[src/rtl/regfile_write_arbiter.sv]
// Round-robin arbiter sharing one register-file write port between ALU (req0)
// and load (req1) writeback, with a registered write stage and r0-drop counter.
module regfile_write_arbiter #(
  parameter int DATA_WIDTH = 32,
  parameter int ADDR_WIDTH = 5,
  parameter int CNT_WIDTH  = 8
) (
  input  logic                         clk,
  input  logic                         rst,
  input  logic                         stall,
  input  logic                         req0_valid,
  input  logic [ADDR_WIDTH-1:0]        req0_reg,
  input  logic [DATA_WIDTH-1:0]        req0_data,
  output logic                         req0_ready,
  input  logic                         req1_valid,
  input  logic [ADDR_WIDTH-1:0]        req1_reg,
  input  logic [DATA_WIDTH-1:0]        req1_data,
  output logic                         req1_ready,
  output logic                         write_en,
  output logic [ADDR_WIDTH-1:0]        write_reg,
  output logic [DATA_WIDTH-1:0]        write_data,
  output logic [(1<<ADDR_WIDTH)-1:0]   pending_mask,
  output logic [CNT_WIDTH-1:0]         zero_drops
);

  localparam logic [CNT_WIDTH-1:0] CNT_MAX = '1;

  logic                  last_grant_q, last_grant_d;
  logic                  write_en_q, write_en_d;
  logic [ADDR_WIDTH-1:0] write_reg_q, write_reg_d;
  logic [DATA_WIDTH-1:0] write_data_q, write_data_d;
  logic [CNT_WIDTH-1:0]  zero_drops_q, zero_drops_d;

  logic                  xfer;
  logic [ADDR_WIDTH-1:0] sel_reg;
  logic [DATA_WIDTH-1:0] sel_data;

  // Handshake: a transfer happens when reqX_valid && reqX_ready in the same
  // cycle; ready is a function of valids, stall, rst and last_grant only, and
  // requesters keep valid/reg/data stable until they see ready.
  always_comb begin
    req0_ready = 1'b0;
    req1_ready = 1'b0;
    if (!rst && !stall) begin
      req0_ready = req0_valid && (!req1_valid || last_grant_q);
      req1_ready = req1_valid && (!req0_valid || !last_grant_q);
    end
  end

  always_comb begin
    xfer     = req0_ready || req1_ready;
    sel_reg  = req1_ready ? req1_reg  : req0_reg;
    sel_data = req1_ready ? req1_data : req0_data;
  end

  always_comb begin
    last_grant_d = last_grant_q;
    write_en_d   = 1'b0;
    write_reg_d  = write_reg_q;
    write_data_d = write_data_q;
    zero_drops_d = zero_drops_q;
    if (rst) begin
      last_grant_d = 1'b1;
      write_reg_d  = '0;
      write_data_d = '0;
      zero_drops_d = '0;
    end else if (xfer) begin
      last_grant_d = req1_ready;
      if (sel_reg != '0) begin
        write_en_d   = 1'b1;
        write_reg_d  = sel_reg;
        write_data_d = sel_data;
      end else if (zero_drops_q != CNT_MAX) begin
        zero_drops_d = zero_drops_q + CNT_WIDTH'(1);
      end
    end
  end

  always_ff @(posedge clk) begin
    last_grant_q <= last_grant_d;
    write_en_q   <= write_en_d;
    write_reg_q  <= write_reg_d;
    write_data_q <= write_data_d;
    zero_drops_q <= zero_drops_d;
  end

  // Hazard view: one-hot of the register being written this cycle.
  always_comb begin
    pending_mask = '0;
    if (write_en_q) pending_mask[write_reg_q] = 1'b1;
  end

  assign write_en   = write_en_q;
  assign write_reg  = write_reg_q;
  assign write_data = write_data_q;
  assign zero_drops = zero_drops_q;

endmodule
[config.mk]
export PLATFORM = sky130hd
export DESIGN_NAME = regfile_write_arbiter
export DESIGN_NICKNAME = d
export VERILOG_FILES = /design/src/rtl/regfile_write_arbiter.sv
export SDC_FILE = /design/constraint.sdc
export NUM_CORES = 1
export LEC_CHECK = 0
export ABC_CLOCK_PERIOD_IN_PS = 1800
export CAP_MARGIN = 20
export CORE_UTILIZATION = 35
export CTS_CLUSTER_DIAMETER = 30
export DETAILED_ROUTE_END_ITERATION = 10
export GPL_ROUTABILITY_DRIVEN = 1
export PLACE_DENSITY = 0.78
export SYNTH_ARGS = -nofsm -noshare
export SYNTH_HDL_FRONTEND = slang
export SYNTH_SLANG_ARGS = --single-unit
[constraint.sdc]
create_clock -name clk -period 1.8 [get_ports clk]
set_clock_uncertainty 0.05 [all_clocks]
set_input_delay 0.36 -clock clk [delete_from_list [all_inputs] [get_ports clk]]
set_output_delay 0.36 -clock clk [all_outputs]
set_load 0.01 [all_outputs]
==> results_dict.tcl <==
set metrics [dict create \
    ctsLongestPathBuffers 2 \
    rsz0062_at_grt "true" \
    status "finished, violations left" \
    worstMarginPinSlew_ps 506.9 \
    fillers 577 \
    ir_drop_v 0.0003666 \
    area_growth_pct 88.64 \
    cap_viol_max_count 0 \
    cp-start-kind "primary input" \
    rows 31 \
    place.gp.congestion 0.9015 \
    antenna_found_initial 0 \
    syn_nets 373 \
    dieArea_mm2 0.008227 \
    cp-end-kind "flop" \
    ant_nets 0 \
    grt_use_total_pct 22.13 \
    async_flop_share_pct 0 \
    highest_layer "met4" \
    fin_area_mm2 0.005195 \
    place_area_mm2 0.004690 \
    fin_setup_tns_ps -585.4 \
    diodes 0 \
    syn_inst 293 \
    yosysUniqueCellTypes 42 \
    m1WireLength_um 3531 \
    yosys_warnings 0 \
    required_ps 1930 \
    avgViaCountPerCell 4.887 \
    p_per_area_mw_per_mm2 493.1 \
    ys_ff_latch 47 \
    clockRootBuffer "clkbuf_8" \
    seqCellArea_um2 952.2 \
    synth_top_area_cell "dfxtp_1" \
    drive_gt1_share_pct 32.23 \
    multi_input_area_mm2 0.001852 \
    die_x_um 90.71 \
    vias 2986 \
    met3RoutedLength_um 839 \
    post-route-period-util_pct 103.5 \
    coreArea_mm2 0.007447 \
    drc 0 \
    period_needed_ps 1863 \
    fin_nets 592 \
    dieHeight_um 90.71 \
    synth_top_area_share_pct 34.17 \
    critPathArrivalTime_ps 2000 \
    hp-class "primary input to flop" \
    cts_tree "built" \
    io_buffers 158 \
    drt_iter0_drc 70 \
    leakagePower_nw 2.506 \
    synthTopCellsByArea "dfxtp_1, mux2i_1, nand2b_1" \
    avgSynthCellArea_um2 9.399 \
    critPathMaxFanout 6 \
    wl_per_cell_um 15.50 \
    htreeDepth 2 \
    cts_inserted_buffers 5 \
    dr_wl_met2_um 4916 \
    mappedNetlistArea_mm2 0.002754 \
    io_pins 159 \
    firstDrtPassIters 4 \
    crit_type "primary input to flop" \
    start_util_pct 36.98 \
    place_ws_ps -583.9 \
    yosysSeqAreaShare_pct 34.17 \
    ys.flop_type "dfxtp_1" \
    wl_um 9469 \
    fin_ws_ps -63.50 \
    slew_violations 0 \
    max_slew_margin_pct 66.10 \
    grt_max_degree 33 \
    setup_viol 29 \
    finalHoldViolCount 0 \
    cts.sinks 47 \
    gr-total-overflow 0 \
    fmax_mhz 536.6 \
    grt_pass1_vias 3083 \
    largest_reg_flops 32 \
    clk_pin_slew_worst_paths_ps 80 \
    grt_pass1_wl_um 14580 \
    violations "negative setup slack" \
    synth-edff-count 0 \
    insertion_delay_ps 290 \
    hpwl_um 6649 \
]
-- cell usage in the layout (no fill, tap or decap), types with 2 or more instances in the layout --
cell / count
dfxtp_1: 40
a21oi_1: 2
nor4_4: 2
a211oi_4: 3
mux2i_1: 70
buf_16: 2
buf_12: 4
mux2_4: 3
nand2_2: 2
nand3_1: 8
nand2_1: 7
o21ai_0: 3
buf_6: 19
nor2b_1: 6
a41oi_1: 2
mux2_2: 2
o211ai_1: 2
buf_4: 46
nor2_4: 5
clkbuf_2: 11
buf_2: 24
nand3b_1: 5
or3b_4: 3
clkbuf_16: 2
inv_1: 6
nand2b_1: 37
nor2_1: 28
dlymetal6s2s_1: 3
dlygate4sd2_1: 2
clkdlybuf4s15_1: 3
clkdlybuf4s50_1: 110
nor2_2: 9
a221oi_1: 2
a2111oi_4: 2
clkbuf_8: 6
nor3_1: 2
dfxtp_2: 6
-- final cells by class --
cell class	instances	share of cell area, %
clock inverters	1	0.09634
well taps	99	2.384
flip-flops and latches	47	18.33
clock buffers	6	1.590
inverters	7	0.5058
repair buffers	228	41.45
multi-input cells	223	35.65
-- metal layers --
layer,up-vias,global-route usage [%]
met5,-,0
met4,0,4.973
met3,14,6.397
met2,152,42.42
met1,1362,23.54
li1,1458,-
-- what timing repair did --
item | CTS | global route
hold buffers | 0 | 0
setup endpoints to repair | 78 | 71
resized for setup | 173 | 58
buffers inserted | 13 | 9
gates cloned | 3 | 2
pin swaps | 18 | 17
-- cells in the mapped netlist, types with 2 or more instances --
| master | n |
|---|---|
| mux2i_1 | 70 |
| dfxtp_1 | 47 |
| nor2_1 | 42 |
| nand2b_1 | 37 |
| nand2_1 | 9 |
| nand3_1 | 9 |
| clkbuf_1 | 8 |
| inv_1 | 7 |
| nor2b_1 | 6 |
| nand3b_1 | 5 |
| mux2_2 | 4 |
| buf_12 | 3 |
| buf_2 | 3 |
| nor3_1 | 3 |
| o21ai_0 | 3 |
| or3b_2 | 3 |
| a2111oi_2 | 2 |
| a211oi_1 | 2 |
| a211oi_2 | 2 |
| a21oi_1 | 2 |
| a221oi_1 | 2 |
| a41oi_1 | 2 |
| buf_6 | 2 |
| o211ai_1 | 2 |
-- worst paths after layout --
check / startpoint / to / slack, ps / cells past startpoint
setup / recovery: req1_reg[1] / zero_drops[2] / -60 / 6
setup reg to reg: last_grant_q / zero_drops[2] / -60 / 6
hold reg to reg: write_data[27] / write_data[27] / 430 / 2
hold / removal: req0_reg[2] / write_reg[2] / 360 / 3
-- power by group --
part	leakage [nW]	switching [W]	internal (W)	total (W)
Clock	0.0470	0.000328	0.000302	0.000630
Sequential	0.388	0.0000413	0.00111	0.00115
Combinational	2.07	0.000296	0.000486	0.000781
-- through the flow --
stage	total power [W]	utilization, %	std cells	hold slack (ps)
after CTS	0.002562	67.15	600	434.8
after global routing	0.002687	69.76	611	383.4
final	0.002562	69.76	611	364.6
after detailed placement	0.001857	62.97	577	419.5
after floorplan	0.001435	-	293	446.2
after global placement	0.001842	62.97	577	409.7
-- critical path: stages --
cell           delay, ps
dlygate4sd2_1        280
nor4_4               310
nand4_4              250
buf_4                220
a211oi_4             260
mux2_4               320
-- logic make-up (layout without fill, tap and decap cells) --
logic type	after synthesis	count (layout)	share of synthesized area, %
compound gates	21	21	7.087
buf+inv	23	242	5.588
simple gates	126	126	25.22
mux	75	75	27.49
fa+ha+maj	1	1	0.4543
flops	47	47	34.17
Power figures use the tool's default switching activity.
